$ cat config.mk
export PLATFORM = sky130hd
export DESIGN_NAME = muladd_stream
export DESIGN_NICKNAME = d
export VERILOG_FILES = /design/src/rtl/muladd_pkg.sv /design/src/rtl/muladd_pipe.sv /design/src/rtl/muladd_stream.sv
export SDC_FILE = /design/constraint.sdc
export NUM_CORES = 2
export LEC_CHECK = 0
export BUFFER_PORTS_ARGS = -buffer_cell sky130_fd_sc_hd__buf_4
export CAP_MARGIN = 30
export CELL_PAD_IN_SITES_DETAIL_PLACEMENT = 1
export CELL_PAD_IN_SITES_GLOBAL_PLACEMENT = 1
export CORE_UTILIZATION = 38
export DETAILED_ROUTE_END_ITERATION = 10
export GPL_TIMING_DRIVEN = 0
export PLACE_DENSITY_LB_ADDON = 0.08
export REMOVE_ABC_BUFFERS = 1
export SYNTH_ARGS = -nofsm -noshare
export SYNTH_HDL_FRONTEND = slang
export SYNTH_SLANG_ARGS = --single-unit
$ cat constraint.sdc
create_clock -name clk -period 10.4 [get_ports clk]
set_input_delay 1.56 -clock clk [delete_from_list [all_inputs] [get_ports clk]]
set_output_delay 1.56 -clock clk [all_outputs]
set_load 0.1 [all_outputs]
$ cat src/rtl/muladd_pkg.sv
// Shared types and helpers for the streaming multiply-add unit.
package muladd_pkg;

    typedef enum logic [1:0] {
        MODE_MULADD = 2'd0,
        MODE_MULSUB = 2'd1,
        MODE_ADD3   = 2'd2,
        MODE_MUL    = 2'd3
    } mode_e;

    localparam int RUN_LEN  = 3;
    localparam int PIPE_LAT = 2;

    // Widest signed intermediate: 2*64+2 bits covers every legal W.
    localparam int MAX_IW = 130;

    function automatic logic signed [MAX_IW-1:0] sat_trunc(
        input logic signed [MAX_IW-1:0] value,
        input int                       ow,
        input bit                       sat
    );
        logic signed [MAX_IW-1:0] mask;
        mask = ~({MAX_IW{1'b1}} << ow);
        if (sat && (value < 0)) begin
            sat_trunc = '0;
        end else if (sat && (value > mask)) begin
            sat_trunc = mask;
        end else begin
            sat_trunc = value & mask;
        end
    endfunction

endpackage

$ cat src/rtl/muladd_pipe.sv
// Two-stage arithmetic pipe: stage 1 forms a*b (or a+b), stage 2 applies c and the output range rule.
module muladd_pipe
    import muladd_pkg::*;
#(
    parameter int W   = 32,
    parameter int OW  = 32,
    parameter int SAT = 0
) (
    input  logic          clk,
    input  logic          rst_n,
    input  logic          i_clr,
    input  logic          i_valid,
    input  logic [W-1:0]  i_a,
    input  logic [W-1:0]  i_b,
    input  logic [W-1:0]  i_c,
    input  mode_e         i_mode,
    output logic          o_valid,
    output logic [OW-1:0] o_data,
    output logic          o_range_evt,
    output logic          o_load
);
    localparam int IW = 2*W + 2;

    logic signed [IW-1:0]     r_p1;
    logic [W-1:0]             r_c1;
    mode_e                    r_mode1;
    logic                     r_v1;
    logic                     r_v2;
    logic [OW-1:0]            r_data;

    logic signed [IW-1:0]     w_a;
    logic signed [IW-1:0]     w_b;
    logic signed [IW-1:0]     w_c;
    logic signed [IW-1:0]     w_p;
    logic signed [IW-1:0]     w_res;
    logic signed [MAX_IW-1:0] w_ext;
    logic signed [MAX_IW-1:0] w_st;

    assign w_a = $signed({{(W+2){1'b0}}, i_a});
    assign w_b = $signed({{(W+2){1'b0}}, i_b});
    assign w_c = $signed({{(W+2){1'b0}}, r_c1});
    assign w_p = (i_mode == MODE_ADD3) ? (w_a + w_b) : (w_a * w_b);

    always_comb begin
        w_res = r_p1 + w_c;
        case (r_mode1)
            MODE_MULSUB: w_res = r_p1 - w_c;
            MODE_MUL:    w_res = r_p1;
            default:     w_res = r_p1 + w_c;
        endcase
    end

    // A result is in range exactly when the range rule leaves it untouched.
    assign w_ext       = MAX_IW'(w_res);
    assign w_st        = sat_trunc(w_ext, OW, SAT != 0);
    assign o_range_evt = r_v1 && (w_st != w_ext);
    assign o_load      = r_v1 && !i_clr;

    always_ff @(posedge clk or negedge rst_n) begin
        if (!rst_n) begin
            r_v1    <= 1'b0;
            r_v2    <= 1'b0;
            r_p1    <= '0;
            r_c1    <= '0;
            r_mode1 <= MODE_MULADD;
            r_data  <= '0;
        end else if (i_clr) begin
            r_v1 <= 1'b0;
            r_v2 <= 1'b0;
        end else begin
            r_v1 <= i_valid;
            r_v2 <= r_v1;
            if (i_valid) begin
                r_p1    <= w_p;
                r_c1    <= i_c;
                r_mode1 <= i_mode;
            end
            if (r_v1) begin
                r_data <= w_st[OW-1:0];
            end
        end
    end

    assign o_valid = r_v2;
    assign o_data  = r_data;

endmodule

$ cat src/rtl/muladd_stream.sv
// Streaming op(a,b,c) over a sliding window of three consecutive valid samples.
// valido is a one-cycle strobe per result with no backpressure; data_out holds the last result.
module muladd_stream
    import muladd_pkg::*;
#(
    parameter int W     = 32,
    parameter int OW    = 32,
    parameter int SAT   = 0,
    parameter int CNT_W = 16
) (
    input  logic             clk,
    input  logic             rst_n,
    input  logic             clr,
    input  logic             validi,
    input  logic [W-1:0]     data_in,
    input  logic [1:0]       mode,
    output logic             valido,
    output logic [OW-1:0]    data_out,
    output logic             ovf,
    output logic [CNT_W-1:0] res_cnt
);
    logic [1:0]       r_run;
    logic [W-1:0]     r_win_a;
    logic [W-1:0]     r_win_b;
    logic [W-1:0]     r_win_c;
    mode_e            r_mode;
    logic             r_fire;
    logic             r_ovf;
    logic [CNT_W-1:0] r_res_cnt;

    logic             w_fire;
    logic             w_range_evt;
    logic             w_load;

    assign w_fire = validi && (r_run >= 2'(RUN_LEN - 1));

    always_ff @(posedge clk or negedge rst_n) begin
        if (!rst_n) begin
            r_run   <= '0;
            r_win_a <= '0;
            r_win_b <= '0;
            r_win_c <= '0;
            r_mode  <= MODE_MULADD;
            r_fire  <= 1'b0;
        end else if (clr) begin
            r_run   <= '0;
            r_win_a <= '0;
            r_win_b <= '0;
            r_win_c <= '0;
            r_fire  <= 1'b0;
        end else begin
            r_fire <= w_fire;
            if (validi) begin
                r_run   <= (r_run == 2'd3) ? 2'd3 : r_run + 2'd1;
                r_win_a <= r_win_b;
                r_win_b <= r_win_c;
                r_win_c <= data_in;
                r_mode  <= mode_e'(mode);
            end else begin
                r_run <= '0;
            end
        end
    end

    always_ff @(posedge clk or negedge rst_n) begin
        if (!rst_n) begin
            r_ovf     <= 1'b0;
            r_res_cnt <= '0;
        end else if (clr) begin
            r_ovf     <= 1'b0;
            r_res_cnt <= '0;
        end else begin
            if (w_range_evt) begin
                r_ovf <= 1'b1;
            end
            if (w_load) begin
                r_res_cnt <= r_res_cnt + 1'b1;
            end
        end
    end

    muladd_pipe #(
        .W   (W),
        .OW  (OW),
        .SAT (SAT)
    ) u_pipe (
        .clk         (clk),
        .rst_n       (rst_n),
        .i_clr       (clr),
        .i_valid     (r_fire),
        .i_a         (r_win_a),
        .i_b         (r_win_b),
        .i_c         (r_win_c),
        .i_mode      (r_mode),
        .o_valid     (valido),
        .o_data      (data_out),
        .o_range_evt (w_range_evt),
        .o_load      (w_load)
    );

    assign ovf     = r_ovf;
    assign res_cnt = r_res_cnt;

endmodule

* Word level (Yosys, flattened, before mapping) *
Cells that the tools add are included.

storage, ports and cells
  register bits = 252
  input port bits = 38
  output and inout bits = 50
  logic and storage cells = 55

operators by class
  $add $sub $neg = 5
  multiply operators = 1
  order comparisons = 1
  equal/unequal tests = 4
  muxes and demuxes = 18
  bitwise logic cells = 1
  reduce and logical (&&, ||, !) cells = 11

operators by type and width
  cell                                                                    number
  32-bit two-way mux                                                      6
  66-bit case mux with 2 select lines                                     1
  98-bit nonzero test                                                     1
  66-bit by 33-bit adder with 66-bit output                               1
  66-bit two-way mux                                                      1
  66-bit by 33-bit subtractor with 66-bit output                          1
  32-bit by 32-bit multiplier with 64-bit output                          1
  32-bit by 32-bit adder with 33-bit output                               1
  16-bit two-way mux                                                      2
  16-bit by 1-bit adder with 16-bit output (second input constant)        1
  2-bit equality test (second input constant)                             3
  2-bit two-way mux                                                       3
  2-bit AND reduction                                                     3
  2-bit nonzero test                                                      3
  1-bit two-way mux                                                       5
  1-bit logical AND                                                       3
  2-bit by 1-bit adder with 2-bit output (second input constant)          1
  2-bit by 1-bit equality test with 1-bit output (second input constant)  1
  2-bit >= comparator (second input constant)                             1
  1-bit zero test                                                         1
  1-bit inverter                                                          1

* Logic depth before layout (Yosys ltp) *
  word-level depth = 6
  depth in mapped cells = 29
  depth with buffers taken out = 28

* By module *
Synthesis repeated with hierarchy kept, for this count alone.

second synthesis, totals
  cells, all modules = 5687
  area, all modules = 50176.9 um2

by module, submodules not included
  module         instances  cells each  area each (um2)  sequential area each (um2)
  muladd_pipe    1          5278        45258.4          3303.2
  muladd_stream  1          409         4918.5           2952.8

* Worst setup path before layout *
No wires, ideal clock.

  path type = register to register
  start = register r_win_b[17]
  end = register u_pipe.r_p1[62]
  setup time = 103 ps
  data arrival time = 7122 ps
  data required time = 10297 ps
  path slack = 3174 ps
  cell stages (with the launch flop) = 27
  path buffers = 1
  clock period less this slack = 7226 ps
  cells stage by stage = dfrtp_1 > clkbuf_1 > and2_1 > fa_1 > inv_1 > fa_1 > inv_1 > fa_1 > inv_1 > fa_1 > inv_1 > fa_1 > fa_1 > fa_1 > fa_1 > ha_1 > a21o_1 > a21o_1 > a21oi_1 > and2_1 > a31oi_2 > a2111oi_2 > nor2_1 > o2111ai_2 > a21oi_1 > o21a_1 > o41ai_2

between the ends
  longest elaborated chain between the ends = 2

ends and longest elaborated chain
  item                                            line                 source
  from (decl)                                     muladd_stream.sv:24  logic [W-1:0] r_win_b;
  from (signal assigned)                          muladd_stream.sv:56  r_win_b <= r_win_c;
  32-bit by 32-bit multiplier with 64-bit output  muladd_pipe.sv:42    assign w_p = (i_mode == MODE_ADD3) ? (w_a + w_b) : (w_a * w_b);
  66-bit two-way mux                              muladd_pipe.sv:42
  to (signal assigned)                            muladd_pipe.sv:74    r_p1 <= w_p;
  to (decl)                                       muladd_pipe.sv:24    logic signed [IW-1:0] r_p1;

No other way between the ends.
A chain may end at the register's enable or synchronous reset.

* Worst setup path after layout *
  start = register r_win_a[8]
  end = register u_pipe.r_p1[62]

between the ends
  longest elaborated chain between the ends = 2

ends and longest elaborated chain
  item                                            line                 source
  from (decl)                                     muladd_stream.sv:23  logic [W-1:0] r_win_a;
  from (signal assigned)                          muladd_stream.sv:55  r_win_a <= r_win_b;
  32-bit by 32-bit multiplier with 64-bit output  muladd_pipe.sv:42
  66-bit two-way mux                              muladd_pipe.sv:42

No other way between the ends.

==> results.toml <==
[detailed_routing]
antenna_left = 0
via_per_inst = 5.24
wire_per_inst_um = 22.7
num_vias = 37858
drt_iter0_drc = 1848
wl_um = 164000
firstDrtPassIters = 7
drc = 0

[timing]
hold_viol = 0
finalCritPeriodShare = 0.849
rsz0062_at_grt = "false"
fin_crit_ns = 8.82
final_max_slew_viol_count = 0
fin_tns_setup_ns = 0
skew_ns = 0.0163
slew_headroom = 0.307
worst_pin_slew_ns = 1.04
max_freq_mhz = 113
hold-worst-slack_ns = 0.470
setup_violations = 0

[clocking]
cts.hold.buffers_added = 0
clk_pin_slew_ns = 0.06
cts.path.max_buffers = 3
clockRootBuffer = "clkbuf_16"
cts_buffers = 29
post_cts_resized = 0
cts.sinks = 250
cts_setup_buffers = 0
insertion_delay_ns = 0.59
cts_tree = "built"
cts_max_level = 1

[setup_path]
cp_top_family = "adder cells"
path_common_cell = "fa_1"
end_kind = "register"
crit_required_ns = 10.87
path_class = "reg -> reg"
worst-r2r-cell-count = 24
cp.depth = 24
crit_path_max_fanout = 33
r2r_slack_ns = 1.58
cpPeakStageDelay_ns = 0.94
r2r_end = "u_pipe.r_p1[62]$_DFFE_PN0P_"
r2r_start = "r_win_a[8]$_DFFE_PN0P_"
path_buf_inv = 4
cp_slowest_cell = "dfrtp_2"
cp-start-kind = "register"
crit_chain = "ha_1 -> inv_1 -> fa_1 -> inv_1 -> fa_1 -> fa_1 -> inv_1 -> fa_1 -> inv_1 -> fa_1 -> ha_1 -> fa_1 -> fa_1 -> ha_1 -> nand4_1 -> nor4_1 -> o21ai_1 -> a31oi_2 -> a2111oi_2 -> nor2_1 -> o2111ai_2 -> a21oi_1 -> nor3_1 -> o41ai_2"
worstPathArrival_ns = 9.30

[floorplanning]
core.rowCount = 132
core_area_um2 = 130000
initial_utilization = 0.384
die_h_um = 364
die_w_um = 364
io_pins = 88
dieArea_um2 = 133000

[min_path]
worstHoldEndpoint = "r_run[0]$_DFF_PN0_"
worstHoldStart = "r_run[0]$_DFF_PN0_"
hold_class = "reg -> reg"
min_path_cells = 1

[global_routing]
grt_max_degree = 108
gr-usage-all-layers = 0.258
antenna_found_initial = 5
grt_overflow = 0
grt_pass1_vias = 42439
grt_pass1_wl_um = 262000

[finish]
area_growth_pct = 8.05
finish.utilization = 0.415
drive_gt1_frac = 0.0571
post-route-cell-area_um2 = 53900
nNetsFinal = 6762

[power_and_ir_drop]
powerDensity_nw_per_um2 = 58.4
peakVddDrop_uv = 125
p_leak_nw = 27.4

[flow_run]
drv_cap = 0

[placed_design]
placed_cell_area_um2 = 52900
hpwlAfterDp_um = 131000
io_buffers = 87
gp_congestion = 0.842

[yosys]
ys_warn_count = 0
syn_area_per_cell_um2 = 8.87
synth-edff-count = 0
ys.flop_type = "dfrtp_1"
synth.cell_area_um2 = 49900
ys_ff_latch = 250
ys_types = 89
async_flop_share = 1.00
synthCells = 5620
synth-seq-area-share = 0.125

[status]
outcome = "complete, no violations"
stage by stage:
stage / setup slack, ns / total power, mW / instances
2_1_floorplan: 2.99 / 1.69 / 5285
3_3_place_gp: -1.36 / 2.04 / 7114
3_5_place_dp: 1.58 / 2.09 / 7174
4_1_cts: 1.48 / 3.18 / 7228
5_1_grt: 1.20 / 3.30 / 7228
6_report: 1.58 / 3.15 / 7230
registers in the layout, summed over array words and instances (netlist names), 2 cells and up:
register,cells
r_win_a,32
u_pipe.r_mode1,2
r_win_c,32
res_cnt,16
r_win_b,32
u_pipe.r_p1,64
r_mode,2
u_pipe.r_c1,32
u_pipe.o_data,32
r_run,2
metal layers:
layer  part of all wire  vias up  track usage
li1                   -    17134            -
met1               0.47    20078        0.361
met2               0.49      512        0.446
met3              0.023      134       0.0116
met4              0.018        0       0.0428
met5                  0        -            0
cells in the mapped netlist (17+ instances only):
library cell  instances  area (um2)
nand4_1              46         288
o21bai_1             31         233
a21oi_1             219        1100
nand2b_1             26         163
xor2_1               79         692
nand2_1             744        2790
nor2_1              254         953
nor3_1               31         155
o21a_1               17         128
nor2b_1              26         163
fa_1                897       18000
o21ai_1              28         140
dfrtp_1             250        6260
a31o_2               17         149
ha_1                364        4550
xnor2_1             100         876
and3_1               23         144
mux2i_1             109        1090
clkbuf_1            308        1160
a21o_1              108         811
nand3_1              37         185
and2_1              585        3660
o21ai_0             180         901
inv_1               905        3400
power by group:
| group | total [mW] | internal (mW) | switching (mW) |
|---|---|---|---|
| Combinational | 0.954 | 0.326 | 0.628 |
| Sequential | 1.11 | 1.02 | 0.0952 |
| Clock | 1.08 | 0.631 | 0.451 |
final cells by class:
type | instances | area [um2]
fill | 15089 | 75900
multi-input combinational | 4130 | 39000
sequential | 250 | 6320
inverter | 905 | 3400
tap | 1742 | 2180
timing repair buffer | 147 | 2010
clock buffer | 45 | 876
clock inverter | 9 | 125
antenna | 2 | 5.00
kinds of logic (layout without fill, tap and decap cells):
logic type               count (synthesis)  after routing  synth area share
AO/OA/AOI/OAI                          742            742            0.0950
XOR/XNOR                               179            179            0.0314
adder cells (fa/ha/maj)               1261           1261             0.452
buffers and inverters                 1240           1106            0.0939
flip-flops                             250            250             0.125
multiplexers                           113            113            0.0228
other                                    0              2                 0
AND/OR/NAND/NOR                       1835           1835             0.180
cell usage in the layout, fill, tap and decap left out, types with 17 or more instances in the layout:
| cell type | count |
|---|---|
| inv_1 | 904 |
| fa_1 | 897 |
| nand2_1 | 744 |
| and2_1 | 584 |
| ha_1 | 364 |
| nor2_1 | 254 |
| a21oi_1 | 219 |
| dfrtp_1 | 201 |
| o21ai_0 | 180 |
| mux2i_1 | 109 |
| a21o_1 | 108 |
| xnor2_1 | 100 |
| buf_4 | 85 |
| xor2_1 | 79 |
| dfrtp_2 | 49 |
| nand4_1 | 46 |
| nand3_1 | 37 |
| buf_12 | 33 |
| o21bai_1 | 31 |
| nor3_1 | 29 |
| clkbuf_16 | 29 |
| o21ai_1 | 28 |
| nor2b_1 | 24 |
| and3_1 | 23 |
| buf_16 | 23 |
| nand2b_1 | 22 |
| a31o_2 | 17 |
| o21a_1 | 17 |
how the worst max path moves through the flow:
stage	from	endpoint
finish	r_win_a[8]$_DFFE_PN0P_	u_pipe.r_p1[62]$_DFFE_PN0P_
global route	r_win_a[8]$_DFFE_PN0P_	u_pipe.r_p1[62]$_DFFE_PN0P_
CTS	r_win_a[8]$_DFFE_PN0P_	u_pipe.r_p1[62]$_DFFE_PN0P_
detailed placement	r_win_a[8]$_DFFE_PN0P_	u_pipe.r_p1[62]$_DFFE_PN0P_
global placement	clr	u_pipe.r_p1[46]$_DFFE_PN0P_
floorplan	r_win_b[10]$_DFFE_PN0P_	u_pipe.r_p1[61]$_DFFE_PN0P_
Note: power is estimated with default switching activity, not from simulation.
